$ cat src/rtl/tick_slot_sequencer_pkg.sv
// Shared types and packet field helpers for the tick slot sequencer.
// Field helpers work on a wide container so any module width can use them.
package sched_pkg;

  typedef enum logic [1:0] {
    IDLE,
    DRAIN,
    DONE
  } state_e;

  localparam int DROP_CNT_W = 16;
  localparam int MAX_PKT_W = 64;
  localparam int GRANULARITY_DEF = 4;

  typedef logic [$clog2(GRANULARITY_DEF)-1:0] slot_idx_t;
  typedef logic [MAX_PKT_W-1:0] pkt_word_t;

  // Delay sits in the top dly_w bits of a pkt_w wide packet.
  function automatic pkt_word_t pkt_delay(
    input pkt_word_t   pkt,
    input int unsigned pkt_w,
    input int unsigned dly_w
  );
    pkt_word_t mask;
    mask = ~pkt_word_t'(0) >> (MAX_PKT_W - dly_w);
    return (pkt >> (pkt_w - dly_w)) & mask;
  endfunction

  function automatic pkt_word_t pkt_payload(
    input pkt_word_t   pkt,
    input int unsigned pay_w
  );
    pkt_word_t mask;
    mask = ~pkt_word_t'(0) >> (MAX_PKT_W - pay_w);
    return pkt & mask;
  endfunction

endpackage

$ cat src/rtl/tick_slot_sequencer_if.sv
// Router, slot FIFO array and neuron controller signals of the sequencer.
// master is the sequencer side, slave the surrounding scheduler.
interface tick_slot_sequencer_if
  import sched_pkg::*;
#(
  parameter int GRANULARITY = 4,
  parameter int PKT_SIZE    = 32
) ();

  localparam int DELAY_W   = $clog2(GRANULARITY);
  localparam int PAYLOAD_W = PKT_SIZE - DELAY_W;

  logic                             tick;
  logic                             in_valid;
  logic                             in_ready;
  logic [PKT_SIZE-1:0]              in_packet;
  logic [GRANULARITY-1:0]           slot_wr_en;
  logic [PAYLOAD_W-1:0]             slot_wr_data;
  logic [GRANULARITY-1:0]           slot_full;
  logic [GRANULARITY-1:0]           slot_empty;
  logic [GRANULARITY-1:0]           slot_rd_en;
  logic [GRANULARITY*PAYLOAD_W-1:0] slot_rd_data;
  logic                             out_valid;
  logic                             out_ready;
  logic [PAYLOAD_W-1:0]             out_payload;
  logic                             drain_done;
  logic                             tick_overrun;
  logic [DROP_CNT_W-1:0]            drop_cnt;

  modport master (
    input  tick,
    input  in_valid,
    input  in_packet,
    input  slot_full,
    input  slot_empty,
    input  slot_rd_data,
    input  out_ready,
    output in_ready,
    output slot_wr_en,
    output slot_wr_data,
    output slot_rd_en,
    output out_valid,
    output out_payload,
    output drain_done,
    output tick_overrun,
    output drop_cnt
  );

  modport slave (
    output tick,
    output in_valid,
    output in_packet,
    output slot_full,
    output slot_empty,
    output slot_rd_data,
    output out_ready,
    input  in_ready,
    input  slot_wr_en,
    input  slot_wr_data,
    input  slot_rd_en,
    input  out_valid,
    input  out_payload,
    input  drain_done,
    input  tick_overrun,
    input  drop_cnt
  );

endinterface

$ cat src/rtl/tick_slot_sequencer.sv
// Steers router packets into per-tick slot FIFOs and drains the
// current slot to the neuron controller on every global tick.
module tick_slot_sequencer
  import sched_pkg::*;
#(
  parameter int GRANULARITY = 4,
  parameter int PKT_SIZE    = 32
) (
  input logic                  clk,
  input logic                  rst,
  tick_slot_sequencer_if.master bus
);

  localparam int DELAY_W   = $clog2(GRANULARITY);
  localparam int PAYLOAD_W = PKT_SIZE - DELAY_W;

  typedef logic [DELAY_W-1:0] slot_t;

  state_e                state;
  state_e                state_nx;
  slot_t                 cur_slot;
  slot_t                 cur_slot_nx;
  logic                  tick_pend;
  logic                  tick_pend_nx;
  logic                  overrun;
  logic                  overrun_nx;
  logic [DROP_CNT_W-1:0] drop_cnt;
  logic [DROP_CNT_W-1:0] drop_nx;

  pkt_word_t             pkt_ext;
  slot_t                 dly;
  slot_t                 target;
  logic                  illegal;
  logic [PAYLOAD_W-1:0]  payload;
  logic [PAYLOAD_W-1:0]  head;

  logic                   in_ready;
  logic [GRANULARITY-1:0] wr_en;
  logic                   out_valid;
  logic [PAYLOAD_W-1:0]   out_payload;
  logic [GRANULARITY-1:0] rd_en;
  logic                   drain_done;

  always_comb begin
    pkt_ext = pkt_word_t'(bus.in_packet);
    dly     = slot_t'(pkt_delay(pkt_ext, PKT_SIZE, DELAY_W));
    payload = PAYLOAD_W'(pkt_payload(pkt_ext, PAYLOAD_W));
    target  = cur_slot + dly;
    illegal = (dly == '0);
    head    = bus.slot_rd_data[int'(cur_slot)*PAYLOAD_W +: PAYLOAD_W];
  end

  // Zero delay would land in the slot being drained: consume and count it.
  always_comb begin
    in_ready = 1'b0;
    wr_en    = '0;
    drop_nx  = drop_cnt;
    if (!rst) begin
      in_ready = illegal | !bus.slot_full[target];
      if (bus.in_valid & in_ready & !illegal)
        wr_en[target] = 1'b1;
      if (bus.in_valid & illegal & (drop_cnt != '1))
        drop_nx = drop_cnt + 1'b1;
    end
  end

  always_comb begin
    state_nx     = state;
    cur_slot_nx  = cur_slot;
    tick_pend_nx = tick_pend;
    overrun_nx   = overrun;
    out_valid    = 1'b0;
    out_payload  = '0;
    rd_en        = '0;
    drain_done   = 1'b0;
    if (!rst) begin
      unique case (state)
        IDLE: begin
          if (bus.tick | tick_pend) begin
            state_nx     = DRAIN;
            cur_slot_nx  = cur_slot + 1'b1;
            tick_pend_nx = tick_pend & bus.tick;
          end
        end
        DRAIN: begin
          out_valid       = !bus.slot_empty[cur_slot];
          out_payload     = head;
          rd_en[cur_slot] = out_valid & bus.out_ready;
          if (bus.slot_empty[cur_slot])
            state_nx = DONE;
        end
        DONE: begin
          drain_done = 1'b1;
          state_nx   = IDLE;
        end
        default: state_nx = IDLE;
      endcase
      // One tick can wait behind a busy drain; a second one is lost.
      if ((state != IDLE) & bus.tick) begin
        if (!tick_pend)
          tick_pend_nx = 1'b1;
        else
          overrun_nx = 1'b1;
      end
    end
  end

  always_ff @(posedge clk) begin
    if (rst) begin
      state     <= IDLE;
      cur_slot  <= '0;
      tick_pend <= 1'b0;
      overrun   <= 1'b0;
      drop_cnt  <= '0;
    end else begin
      state     <= state_nx;
      cur_slot  <= cur_slot_nx;
      tick_pend <= tick_pend_nx;
      overrun   <= overrun_nx;
      drop_cnt  <= drop_nx;
    end
  end

  assign bus.in_ready     = in_ready;
  assign bus.slot_wr_en   = wr_en;
  assign bus.slot_wr_data = payload;
  assign bus.slot_rd_en   = rd_en;
  assign bus.out_valid    = out_valid;
  assign bus.out_payload  = out_payload;
  assign bus.drain_done   = drain_done;
  assign bus.tick_overrun = overrun;
  assign bus.drop_cnt     = drop_cnt;

endmodule

$ cat src/flat_wrapper.sv
// flat-port wrapper written by rule: the top's interface ports become plain ports
module tick_slot_sequencer_flat import sched_pkg::*;
#(
  parameter int GRANULARITY = 4,
  parameter int PKT_SIZE    = 32
)
  (clk, rst, bus_tick, bus_in_valid, bus_in_packet, bus_slot_full, bus_slot_empty, bus_slot_rd_data, bus_out_ready, bus_in_ready, bus_slot_wr_en, bus_slot_wr_data, bus_slot_rd_en, bus_out_valid, bus_out_payload, bus_drain_done, bus_tick_overrun, bus_drop_cnt);
  tick_slot_sequencer_if #(.GRANULARITY(GRANULARITY), .PKT_SIZE(PKT_SIZE)) bus_i ();
  input logic clk;
  input logic rst;
  input wire logic [$bits(bus_i.tick)-1:0] bus_tick;
  input wire logic [$bits(bus_i.in_valid)-1:0] bus_in_valid;
  input wire logic [$bits(bus_i.in_packet)-1:0] bus_in_packet;
  input wire logic [$bits(bus_i.slot_full)-1:0] bus_slot_full;
  input wire logic [$bits(bus_i.slot_empty)-1:0] bus_slot_empty;
  input wire logic [$bits(bus_i.slot_rd_data)-1:0] bus_slot_rd_data;
  input wire logic [$bits(bus_i.out_ready)-1:0] bus_out_ready;
  output wire logic [$bits(bus_i.in_ready)-1:0] bus_in_ready;
  output wire logic [$bits(bus_i.slot_wr_en)-1:0] bus_slot_wr_en;
  output wire logic [$bits(bus_i.slot_wr_data)-1:0] bus_slot_wr_data;
  output wire logic [$bits(bus_i.slot_rd_en)-1:0] bus_slot_rd_en;
  output wire logic [$bits(bus_i.out_valid)-1:0] bus_out_valid;
  output wire logic [$bits(bus_i.out_payload)-1:0] bus_out_payload;
  output wire logic [$bits(bus_i.drain_done)-1:0] bus_drain_done;
  output wire logic [$bits(bus_i.tick_overrun)-1:0] bus_tick_overrun;
  output wire logic [$bits(bus_i.drop_cnt)-1:0] bus_drop_cnt;
  assign bus_i.tick = bus_tick;
  assign bus_i.in_valid = bus_in_valid;
  assign bus_i.in_packet = bus_in_packet;
  assign bus_i.slot_full = bus_slot_full;
  assign bus_i.slot_empty = bus_slot_empty;
  assign bus_i.slot_rd_data = bus_slot_rd_data;
  assign bus_i.out_ready = bus_out_ready;
  assign bus_in_ready = bus_i.in_ready;
  assign bus_slot_wr_en = bus_i.slot_wr_en;
  assign bus_slot_wr_data = bus_i.slot_wr_data;
  assign bus_slot_rd_en = bus_i.slot_rd_en;
  assign bus_out_valid = bus_i.out_valid;
  assign bus_out_payload = bus_i.out_payload;
  assign bus_drain_done = bus_i.drain_done;
  assign bus_tick_overrun = bus_i.tick_overrun;
  assign bus_drop_cnt = bus_i.drop_cnt;
  tick_slot_sequencer #(.GRANULARITY(GRANULARITY), .PKT_SIZE(PKT_SIZE)) u_core (.clk(clk), .rst(rst), .bus(bus_i));
endmodule
$ cat config.mk
export PLATFORM = sky130hd
export DESIGN_NAME = tick_slot_sequencer_flat
export DESIGN_NICKNAME = d
export VERILOG_FILES = /design/src/rtl/tick_slot_sequencer_pkg.sv /design/src/rtl/tick_slot_sequencer_if.sv /design/src/rtl/tick_slot_sequencer.sv /design/src/flat_wrapper.sv
export SDC_FILE = /design/constraint.sdc
export NUM_CORES = 1
export LEC_CHECK = 0
export CAP_MARGIN = 30
export CORE_AREA = 2 2 99 101
export DETAILED_ROUTE_END_ITERATION = 8
export DIE_AREA = 0 0 101 103
export GPL_TIMING_DRIVEN = 0
export PLACE_DENSITY = 0.88
export SLEW_MARGIN = 30
export SYNTH_ARGS = -nofsm -noshare
export SYNTH_HDL_FRONTEND = slang
export SYNTH_SLANG_ARGS = --single-unit
$ cat constraint.sdc
create_clock -name clk -period 2.6 [get_ports clk]
set_clock_uncertainty 0.15 [all_clocks]
set_input_delay 0.52 -clock clk [delete_from_list [all_inputs] [get_ports clk]]
set_output_delay 0.52 -clock clk [all_outputs]
set_load 0.02 [all_outputs]
==> results.cfg <==
[logic_synthesis]
post_synth_inst_count = 257
mappedNetlistNets = 428
synth_compound_gate_area_share_pct = 8.252
synth_enable_flop_cells = 0
synthesis.area_per_instance_um2 = 9.971
synth-seq-cells = 22
synth_simple_gate_area_share_pct = 24.32
leading_cell_type_by_number_of_instances_after_synthesis = sky130_fd_sc_hd__and3_1
synth_top_family_by_area = multiplexers
synthArstFlopShare_pct = 0
synth-warning-count = 0
synth-seq-area-share_pct = 17.19
yosys.area_share.adder_pct = 2.930
yosysTopAreaCellShare_pct = 28.13
synth_area_leader_cell = sky130_fd_sc_hd__mux4_2
synth.area.top_cells = sky130_fd_sc_hd__mux4_2 28%, sky130_fd_sc_hd__dfxtp_1 17%, sky130_fd_sc_hd__buf_4 9.7%, sky130_fd_sc_hd__and3_1 9.5%, sky130_fd_sc_hd__ha_1 2.9%
synth.cells.most_frequent = 39 x sky130_fd_sc_hd__and3_1, 33 x sky130_fd_sc_hd__buf_4, 32 x sky130_fd_sc_hd__mux4_2
yosys.cell_types.count = 52
multiplexer_fraction_of_the_synthesized_cell_area_pct = 32.28
syn-cell-area_mm2 = 0.002562
synth_xor_xnor_area_share_pct = 1.367
synth_top_flop_cell = sky130_fd_sc_hd__dfxtp_1

[clock_tree]
worst_skew_pair.late_latency_ps = 270
clock_sink_count = 22
cts.clk_slew.worst_paths_ps = 80
htree_num_levels = 1
cts_tree = built
cts-root-buf = sky130_fd_sc_hd__clkbuf_8
clockBufferDepth = 2
inserted_clock_buffers = 3

[worst_setup_path]
timing.critical_path.max_delay_family = buffers and inverters
critical_path_capture_point_type = primary output
critical_path_buf_inv_count = 3
cp_cell_sequence = buf_8, clkbuf_16, mux4_2, and3_1, clkdlybuf4s15_2
cp-start-kind = register
critical_path_required_ps = 1930
path_class = register to primary output
setup.reg_to_reg.worst_slack_ps = 620
cp_max_fo = 7
timing.critical_path.arrival_ps = 1930
crit_path_top_delay_cell = sky130_fd_sc_hd__mux4_2
crit_path_max_incr_delay_ps = 500

[layout]
final_core_utilization_pct = 54.10
areaGrowthSynthToFinish_pct = 99.71
post_layout_nonfiller_instances = 605
share_of_final_layout_standard_cells_stronger_than_drive_strength_1_pct = 33.27
finish.instance_area_mm2 = 0.005117
final_net_count = 662

[min_path]
hold_path_class = register to register

[timing]
final.min_clock_period_ps = 2597
final-max-slew-violation-count = 0
clock.fmax_mhz = 385.1
setup_total_negative_slack_ps = 0
worstMarginPinSlew_ps = 443.6
finalSetupViolations = 0
maxSlewHeadroom_pct = 70.16
period_share_pct = 99.87
rsz0062_at_grt = true
hold_vio_cnt_final = 0
worst_hold_slack_ps = 333.1

[route]
routedWlPerCell_um = 18.11
avgViaCountPerCell = 5.112
dr.pass1.iters = 4
drc = 0
number_of_design_rule_violations_left_by_the_first_detailed_router_iteration = 117
drt.antenna.violating_nets = 0
vias = 3093
detail_route.wirelength_um = 10960

[global_routing]
gr-usage-all-layers_pct = 19.93
first_global_vias = 3160
wire_length_of_the_first_global_routing_pass_um = 16100
grt_max_degree = 13
grt_antenna_before_repair = 1
grt-ovfl-total = 0

[flow_run]
drv_cap = 0

[placement]
place.gp.congestion = 0.8446
place_hpwl_um = 9083
placement.cell_area_mm2 = 0.004927
placedCellCount = 593
portBuffers = 222

[die]
initial_cell_density_of_the_core_pct = 27.09
overall_die_area_mm2 = 0.01040
die_w_um = 101
num_io_pins = 253
placeableCoreArea_mm2 = 0.009459
num_rows = 36
fp.dieH_um = 103

[pwr]
leakage_uw = 0.002103
p_per_area_mw_per_mm2 = 342.8
vdd_ir_drop_max_v = 0.0001840

[status]
run_status = completed
==> flip-flops by register name, summed over array words and instances, names as in the netlist <==
register / flops
u_core.state: 2
u_core.tick_pend: 1
u_core.cur_slot: 2
u_core.bus.drop_cnt: 16
u_core.bus.tick_overrun: 1
==> routing by layer <==
metal,share of wire [%],up-vias,track usage [%]
met5,0,-,0
met3,7.5,19,3.729
met2,55,171,39.18
met1,34,1473,21.49
met4,2.5,0,6.133
li1,-,1430,-
==> power breakdown <==
part | total, µW | switching, µW | internal (µW)
registers | 369 | 17.2 | 352
clock network | 255 | 120 | 135
logic | 1130 | 450 | 680
==> tightest hold or removal path, stage by stage, from the launching register on <==
cell and delay (ps):
sky130_fd_sc_hd__dfxtp_1 340, sky130_fd_sc_hd__a31oi_1 40, sky130_fd_sc_hd__nor2_1 70
==> layout make-up <==
type	count	area [µm²]
Fill cell	825	4342
Timing Repair Buffer	229	2186
Multi-Input combinational cell	180	1861
Sequential cell	22	444.2
Buffer	49	400.4
Tap cell	114	142.6
Clock buffer	4	55.05
Inverter	6	26.28
Antenna cell	1	2.502
==> layout by cell type (no fill, tap or decap), drive strengths merged, types with 2 or more instances in the layout <==
cell             n
buf             59
nand2            9
nor2            15
a21oi            9
inv              5
ha               6
or3              2
o21ai            3
clkdlybuf4s50  173
a211oi           4
mux2             6
dfxtp           22
and4             3
a311oi           2
clkdlybuf4s15   13
nand3            4
clkbuf          31
mux2i            2
nand4            7
xnor2            4
nor3             6
and3            42
dlygate4sd2      6
nor2b            6
mux4            32
==> metrics by stage <==
stage | total power, µW | setup slack [ps]
after floorplan | 943.3 | -72.17
after global placement | 1374 | -968.1
after detailed placement | 1392 | -1031
after CTS | 1717 | -48.79
after global routing | 1839 | -54.17
final | 1754 | 3.388
==> logic make-up after synthesis <==
| family | Yosys count |
|---|---|
| AOI/OAI and AO/OA | 27 |
| and+or+nand+nor | 103 |
| DFF | 22 |
| muxes | 40 |
| adders and majority gates | 6 |
| xor gates and xnor gates | 4 |
| buffers and inverters | 55 |
==> path summary, 6_finish.rpt <==
kind	cells after the start	start	to
setup / recovery	5	u_core.cur_slot[0]	bus_out_payload[7]
setup reg to reg	6	u_core.bus.drop_cnt[0]	u_core.bus.drop_cnt[4]
hold reg to reg	2	u_core.bus.tick_overrun	u_core.bus.tick_overrun
hold / removal	2	u_core.bus.tick_overrun	u_core.bus.tick_overrun
==> what timing repair did <==
item | in CTS | in global routing
cloned | 0 | 1
gates resized for setup | 157 | 50
pin swaps | 5 | 5
buffers inserted | 4 | 2
endpoints found under the setup margin | 41 | 39
hold buffers | 0 | 0
Note: power is estimated with default switching activity, not from simulation.
